==> src/rtl/mini_vga_scanout.sv <==
// mini_vga_scanout: VGA timing generator, colour realignment stage and RGB332 decoder with a vblank event flag.
// Optional frame border (forced white on the visible edge pixels) is enabled by defining MINI_VGA_SCANOUT_BORDER_EN.
module mini_vga_scanout #(
    parameter int BPP         = 8,
    parameter int COLOR_DELAY = 7,
    parameter int H_VISIBLE   = 640,
    parameter int H_FRONT     = 16,
    parameter int H_SYNC      = 96,
    parameter int H_BACK      = 48,
    parameter int V_VISIBLE   = 480,
    parameter int V_FRONT     = 10,
    parameter int V_SYNC      = 2,
    parameter int V_BACK      = 33
) (
    input  logic                  clk,
    input  logic                  reset,
    output logic signed [31:0]    ext_count_h,
    output logic signed [31:0]    ext_count_v,
    input  logic signed [BPP-1:0] ext_color,
    output logic [3:0]            vga_r,
    output logic [3:0]            vga_g,
    output logic [3:0]            vga_b,
    output logic                  vga_hs,
    output logic                  vga_vs,
    output logic                  vga_de,
    output logic                  vblank_pending,
    input  logic                  vblank_ack,
    output logic [31:0]           frame_count
);

    localparam int H_TOTAL      = H_VISIBLE + H_FRONT + H_SYNC + H_BACK;
    localparam int V_TOTAL      = V_VISIBLE + V_FRONT + V_SYNC + V_BACK;
    localparam int H_SYNC_START = H_VISIBLE + H_FRONT;
    localparam int H_SYNC_END   = H_SYNC_START + H_SYNC;
    localparam int V_SYNC_START = V_VISIBLE + V_FRONT;
    localparam int V_SYNC_END   = V_SYNC_START + V_SYNC;

    logic [31:0] h_cnt;
    logic [31:0] v_cnt;
    logic        h_wrap;
    logic        v_wrap;
    logic        vblank_event;

    assign h_wrap       = (h_cnt == 32'(H_TOTAL - 1));
    assign v_wrap       = (v_cnt == 32'(V_TOTAL - 1));
    assign vblank_event = (h_cnt == 32'd0) && (v_cnt == 32'(V_VISIBLE));

    always_ff @(posedge clk or negedge reset) begin
        if (!reset) begin
            h_cnt <= '0;
            v_cnt <= '0;
        end else if (h_wrap) begin
            h_cnt <= '0;
            v_cnt <= v_wrap ? '0 : v_cnt + 32'd1;
        end else begin
            h_cnt <= h_cnt + 32'd1;
        end
    end

    assign ext_count_h = $signed(h_cnt);
    assign ext_count_v = $signed(v_cnt);

    // Stage-0 timing decode; travels alongside the pixel sources' latency.
    logic de0;
    logic hs0;
    logic vs0;

    always_comb begin
        de0 = (h_cnt < 32'(H_VISIBLE)) && (v_cnt < 32'(V_VISIBLE));
        hs0 = !((h_cnt >= 32'(H_SYNC_START)) && (h_cnt < 32'(H_SYNC_END)));
        vs0 = !((v_cnt >= 32'(V_SYNC_START)) && (v_cnt < 32'(V_SYNC_END)));
    end

    logic [COLOR_DELAY-1:0] de_pipe;
    logic [COLOR_DELAY-1:0] hs_pipe;
    logic [COLOR_DELAY-1:0] vs_pipe;
    logic                   de_d;

    always_ff @(posedge clk or negedge reset) begin
        if (!reset) begin
            de_pipe <= '0;
            hs_pipe <= '1;
            vs_pipe <= '1;
        end else begin
            de_pipe[0] <= de0;
            hs_pipe[0] <= hs0;
            vs_pipe[0] <= vs0;
            for (int i = 1; i < COLOR_DELAY; i++) begin
                de_pipe[i] <= de_pipe[i-1];
                hs_pipe[i] <= hs_pipe[i-1];
                vs_pipe[i] <= vs_pipe[i-1];
            end
        end
    end

    assign de_d = de_pipe[COLOR_DELAY-1];

    logic [7:0] pix;

`ifdef MINI_VGA_SCANOUT_BORDER_EN
    localparam int HW = $clog2(H_TOTAL);
    localparam int VW = $clog2(V_TOTAL);

    // Counts are delayed with the syncs so the border lands on the same pixel as the colour.
    logic [HW-1:0] h_pipe [COLOR_DELAY];
    logic [VW-1:0] v_pipe [COLOR_DELAY];
    logic          border_d;

    always_ff @(posedge clk or negedge reset) begin
        if (!reset) begin
            for (int i = 0; i < COLOR_DELAY; i++) begin
                h_pipe[i] <= '0;
                v_pipe[i] <= '0;
            end
        end else begin
            h_pipe[0] <= h_cnt[HW-1:0];
            v_pipe[0] <= v_cnt[VW-1:0];
            for (int i = 1; i < COLOR_DELAY; i++) begin
                h_pipe[i] <= h_pipe[i-1];
                v_pipe[i] <= v_pipe[i-1];
            end
        end
    end

    assign border_d = (h_pipe[COLOR_DELAY-1] == HW'(0))
                   || (h_pipe[COLOR_DELAY-1] == HW'(H_VISIBLE - 1))
                   || (v_pipe[COLOR_DELAY-1] == VW'(0))
                   || (v_pipe[COLOR_DELAY-1] == VW'(V_VISIBLE - 1));

    always_comb begin
        pix = border_d ? 8'hFF : ext_color[7:0];
    end
`else
    always_comb begin
        pix = ext_color[7:0];
    end
`endif

    // Output register: colour and delayed timing are captured on the same edge, blanked outside de.
    always_ff @(posedge clk or negedge reset) begin
        if (!reset) begin
            vga_de <= 1'b0;
            vga_hs <= 1'b1;
            vga_vs <= 1'b1;
            vga_r  <= '0;
            vga_g  <= '0;
            vga_b  <= '0;
        end else begin
            vga_de <= de_d;
            vga_hs <= hs_pipe[COLOR_DELAY-1];
            vga_vs <= vs_pipe[COLOR_DELAY-1];
            if (de_d) begin
                vga_r <= {pix[7:5], pix[7]};
                vga_g <= {pix[4:2], pix[4]};
                vga_b <= {pix[1:0], pix[1:0]};
            end else begin
                vga_r <= '0;
                vga_g <= '0;
                vga_b <= '0;
            end
        end
    end

    // A coincident acknowledge loses to a new event so no vblank is ever missed.
    always_ff @(posedge clk or negedge reset) begin
        if (!reset) begin
            vblank_pending <= 1'b0;
            frame_count    <= '0;
        end else if (vblank_event) begin
            vblank_pending <= 1'b1;
            frame_count    <= frame_count + 32'd1;
        end else if (vblank_ack) begin
            vblank_pending <= 1'b0;
        end
    end

endmodule

==> config.mk <==
export PLATFORM = sky130hd
export DESIGN_NAME = mini_vga_scanout
export DESIGN_NICKNAME = d
export VERILOG_FILES = /design/src/rtl/mini_vga_scanout.sv
export SDC_FILE = /design/constraint.sdc
export NUM_CORES = 1
export LEC_CHECK = 0
export ABC_AREA = 0
export CAP_MARGIN = 10
export CORE_UTILIZATION = 25
export CTS_CLUSTER_DIAMETER = 200
export DETAILED_ROUTE_END_ITERATION = 10
export PLACE_DENSITY = 0.5
export SYNTH_ARGS = -nofsm -noshare
export SYNTH_HDL_FRONTEND = slang
export SYNTH_SLANG_ARGS = --single-unit
==> constraint.sdc <==
create_clock -name clk -period 3.7 [get_ports clk]
set_clock_uncertainty 0.2 [all_clocks]
set_input_delay 0.74 -clock clk [delete_from_list [all_inputs] [get_ports clk]]
set_output_delay 0.74 -clock clk [all_outputs]
set_load 0.05 [all_outputs]
# Word-level counts from Yosys, hierarchy flattened
# Cells that the tools add are included.
# Widths: inputs -> output; s select.
word_totals:
  register_bits: 133
  inputBits: 11
  output_inout_bits: 112
  wordCells: 40
op_classes:
  add_sub_neg: 3
  n_lt_le_gt_ge: 6
  eq_ne: 3
  n_mux: 7
  n_reduce_logical: 8
ops:
  columns: ["op", "count"]
  rows:
  - ["$add 32x1->32 const B", 3]
  - ["$eq 32x10->1 const B", 2]
  - ["$lt 32x10->1 const B", 2]
  - ["$lt 32x9->1 const B", 2]
  - ["$mux 32", 2]
  - ["$eq 32x9->1 const B", 1]
  - ["$ge 32x10->1 const B", 1]
  - ["$ge 32x9->1 const B", 1]
  - ["$logic_not 32->1", 1]
  - ["$mux 4", 3]
  - ["$logic_and 1x1->1", 4]
  - ["$logic_not 1->1", 2]
  - ["$mux 1", 2]
  - ["$reduce_bool 2->1", 1]

# Logic depth before layout (Yosys ltp)
depth:
  word_depth: 3
  ltp_mapped: 8
  ltp_nobuf: 7

# Worst setup path after synthesis
# OpenSTA, ideal clock, no wires.
synth_path:
  kind: "register to register"
  from: "register h_cnt[0] (netlist: ext_count_h[0])"
  to: "register v_cnt[26] (netlist: ext_count_v[26])"
  setup_time_ps: 142
  t_arrival_ps: 2134
  t_required_ps: 3358
  path_slack_ps: 1224
  stages_incl_launch_ff: 7
  path_buffers: 0
  period_less_slack_ps: 2476
  cell_sequence: "dfrtp_1 ha_1 nand4_2 nor4_1 nor4b_4 nand4_1 xnor2_1"
synth_via:
  elab_chain_cells: 1
synth_lines:
  columns: ["element", "line_no", "text"]
  rows:
  - ["start, declared", "38", "logic [31:0] h_cnt;"]
  - ["start signal, assigned", "56", "h_cnt <= h_cnt + 32'd1;"]
  - ["$eq 32x10->1", "44", "assign h_wrap = (h_cnt == 32'(H_TOTAL - 1));"]
  - ["end signal, assigned", "54", "v_cnt <= v_wrap ? '0 : v_cnt + 32'd1;"]
  - ["end, declared", "39", "logic [31:0] v_cnt;"]
# No other way between the ends.
# A chain may end at the register's enable or synchronous reset.

# Worst setup path in the final report
layout_path:
  from: "register v_cnt[9] (netlist: ext_count_v[9])"
  to: "output port ext_count_v[9]"
layout_rtl:
  columns: ["element", "line_no", "text"]
  rows:
  - ["end, declared", "18", "output logic signed [31:0] ext_count_v,"]
# No word-level cell between the ends.

==> results by group <==
Run status
  • Status: finished clean

Worst setup path
  • Crit path max fanout: 10
  • Crit path max-delay family: buffers and inverters
  • Reg2reg path depth: 5
  • R2R setup slack: 0.99 ns
  • FF-to-FF Start: ext_count_h[28]$_DFF_PN0_
  • RR Endpoint: ext_count_v[4]$_DFFE_PN0N_
  • CP max stage delay: 0.88 ns
  • Critical path startpoint category: register
  • Worst endpoint required time: 2.76 ns
  • CP Capture Type: output pin
  • Critical path class: register to output pin
  • Crit path arrival time: 1.84 ns
  • Slowest-stage cell, CP: clkdlybuf4s50_1
  • Cell chain of the critical path: clkdlybuf4s50_1
  • Worst Path Buf+Inv: 1

Layout
  • Layout area overhead: 37.1%
  • Layout cells sized above 1: 11.6%
  • Multi-input gate area: 2390 µm²
  • Antenna cells: 0
  • Post-Layout Cell Count: 929
  • Nets: 647
  • Fillcell total: 2239
  • FF+latch area: 3250 µm²

Timing
  • Worst-Margin Slew: 1.01 ns
  • RSZ-0062 raised after global routing: no
  • Total negative slack: 0 ns
  • Slew headroom: 31.9%
  • Fmax: 0.359 GHz
  • Setup Viol. Count Final: 0
  • Min Tclk post-route: 2.78 ns
  • Hold Fails Final Rpt: 0
  • Slew Limit Fails: 0
  • Tcrit/Tclk final: 75.2%

Floorplan
  • Row Count: 55
  • Die Wd: 154 µm
  • Io pins: 123
  • Die Span Y: 154 µm
  • Initial core utilization: 25.6%
  • Core ar.: 22600 µm²
  • Die area: 23800 µm²

Routing
  • Via density: 4.61
  • Total number of vias: 4282
  • Remaining antenna violation count after routing: 0
  • First-pass detailed-route iteration total: 4
  • Drc violations: 0
  • WL/cell: 15.0 µm
  • Drt total wl: 14000 µm
  • Initial DRC count: 196

Clocking
  • Clock sink count: 129
  • Clk slew on worst S/H paths: 0.06 ns
  • H-tree depth: 4
  • CTS tree: done
  • # hold bufs at CTS: 0
  • Root buffer cell: clkbuf_16
  • Post-CTS setup buffers: 0
  • Total CTS buffers: 17
  • Post-CTS Resized: 0
  • CTS Buffer Depth: 2
  • Clk Latency, worst-skew pair: 0.41 ns

Global routing
  • All-Layer GR Usage: 12.4%
  • Gr busiest metal: met2
  • Met1 Resource Use GR: 16.6%
  • Antenna violations before repair: 0
  • Remaining global-route overflow: 0
  • Vias in the first global route: 4245
  • GRT met2 Usage: 19.5%
  • Global-route wire length before repair: 23000 µm
  • M3 GR Usage: 3.14%
  • Largest net degree at the start of global routing: 73

Synthesis
  • Post-Syn Area: 5790 µm²
  • Mapped Cells: 501
  • Seq/Total Area, Yosys: 56.1%
  • Syn Nets: 517
  • Ys Warns: 0
  • Synth Area per Inst: 11.6 µm²
  • FF+latch count, synth: 129
  • Synth top area share: 48.8%
  • Largest area contributor in the netlist: dfrtp_1
  • Number of library cell types mapped by synthesis: 45
  • Synth area leaders: dfrtp_1, xnor2_1, dfstp_2

Power and ir drop
  • PwrDens: 406 nW/µm²
  • Leak Pwr: 3.18 nW
  • VDD IR max: 0.218 mV

Placed design
  • Routability cong.: 0.781
  • Placed Cells: 897
  • Port-buffer cells: 122
  • Hpwl dp: 9810 µm

Job
  • Maxcap violations: 0

Worst hold path
  • Class of the most critical hold timing path: primary input to asynchronous set/reset pin
==> Yosys cell counts <==
| cell | count |
|---|---|
| a21bo_2 | 1 |
| buf_4 | 5 |
| nand4_4 | 1 |
| a21oi_1 | 3 |
| nor3_4 | 1 |
| nor4b_1 | 2 |
| nand3_2 | 1 |
| buf_2 | 2 |
| clkbuf_1 | 8 |
| buf_6 | 3 |
| nor3_2 | 1 |
| o31ai_1 | 2 |
| nor3b_1 | 2 |
| mux2_1 | 1 |
| nor4b_4 | 1 |
| nor4_1 | 9 |
| nand2b_1 | 2 |
| ha_1 | 5 |
| or2_2 | 1 |
| nor4bb_1 | 2 |
| nor2b_1 | 2 |
| nand4_1 | 46 |
| nand2_2 | 1 |
| nand3_1 | 42 |
| dfrtp_1 | 113 |
| xnor2_1 | 73 |
| o21a_1 | 1 |
| nor2_1 | 28 |
| nor4_2 | 7 |
| mux2i_1 | 1 |
| and2_1 | 11 |
| xor2_1 | 14 |
| nor4_4 | 3 |
| nand4_2 | 1 |
| o2bb2ai_1 | 1 |
| nand3b_1 | 1 |
| dfstp_2 | 16 |
| and3_1 | 23 |
| and4_1 | 9 |
| inv_1 | 12 |
| or4_1 | 1 |
| o21ai_0 | 3 |
| nand2_1 | 26 |
| nor3_1 | 12 |
| o22a_1 | 1 |
==> registers in the layout, summed over array words and instances, names as in the netlist, 2 cells and up <==
register / cells
de_pipe: 7
ext_count_h: 32
ext_count_v: 32
frame_count: 32
hs_pipe: 7
vga_b: 2
vga_g: 3
vga_r: 3
vs_pipe: 7
==> worst max-delay path by stage <==
stage	startpoint	endpoint	slack, ns	depth (start not counted)
final	ext_count_v[9]$_DFFE_PN0N_	ext_count_v[9]	0.92	1
after global routing	ext_count_h[28]$_DFF_PN0_	ext_count_v[4]$_DFFE_PN0N_	0.70	5
after CTS	ext_count_v[9]$_DFFE_PN0N_	ext_count_v[9]	0.89	1
after detailed placement	ext_count_h[28]$_DFF_PN0_	ext_count_v[3]$_DFFE_PN0N_	0.94	5
after global placement	ext_count_v[0]$_DFFE_PN0N_	frame_count[1]$_DFFE_PN0P_	0.97	8
after floorplan	ext_count_h[0]$_DFF_PN0_	ext_count_v[26]$_DFFE_PN0N_	1.22	6
==> placed cells by master (no fill, tap or decap), types with 7 or more instances in the layout <==
master,synthesis,final
clkbuf_16,0,17
xor2_1,14,14
inv_1,12,12
nor4_1,9,9
and4_1,9,9
and2_1,11,11
clkdlybuf4s50_1,0,121
nor2_1,28,27
nor4_2,7,7
xnor2_1,73,73
nand3_1,42,42
nor3_1,12,12
dfrtp_1,113,113
nand4_1,46,46
dfstp_2,16,16
and3_1,23,23
nand2_1,26,26
==> metal layers <==
| metal | part of all wire, % | vias to the layer above |
|---|---|---|
| li1 | - | 2042 |
| met1 | 48 | 2121 |
| met2 | 47 | 107 |
| met3 | 3.8 | 12 |
| met4 | 1.0 | 0 |
| met5 | 0 | - |
==> through the flow <==
step / area (µm²) / setup WS [ns] / power (mW) / utilization, % / hold slack [ns]
global placement: 7320 / 0.974 / 1.53 / 32.4 / 0.138
detailed placement: 7320 / 0.940 / 1.53 / 32.4 / 0.135
global route: 7940 / 0.696 / 3.36 / 35.1 / 0.152
floorplan: 5790 / 1.22 / 1.47 / - / 0.131
CTS: 7940 / 0.891 / 3.28 / 35.1 / 0.144
finish: 7940 / 0.916 / 3.22 / 35.1 / 0.143
==> final cells by class <==
cell class,count,area share [%]
clock inverter,12,1.97
sequential,129,40.9
tap,285,4.49
clock buffer,20,5.75
inverter,12,0.567
multi-input combinational,342,30.1
timing repair buffer,129,16.2
==> power breakdown <==
part	total (mW)	internal (mW)	leakage, nW	switching [mW]
logic	0.0812	0.0246	1.22	0.0567
registers	1.42	1.42	1.67	0.00158
clock network	1.72	1.10	0.289	0.626
==> cell families after synthesis <==
group                    Yosys count  synth area share, %
AO/OA/AOI/OAI                     12                 1.38
XOR/XNOR                          87                 13.2
adder cells (fa/ha/maj)            5                 1.08
buffers and inverters             30                 2.70
flip-flops                       129                 56.1
multiplexers                       2                0.367
AND/OR/NAND/NOR                  236                 25.2
No activity file was read; power rests on OpenSTA's default activity.
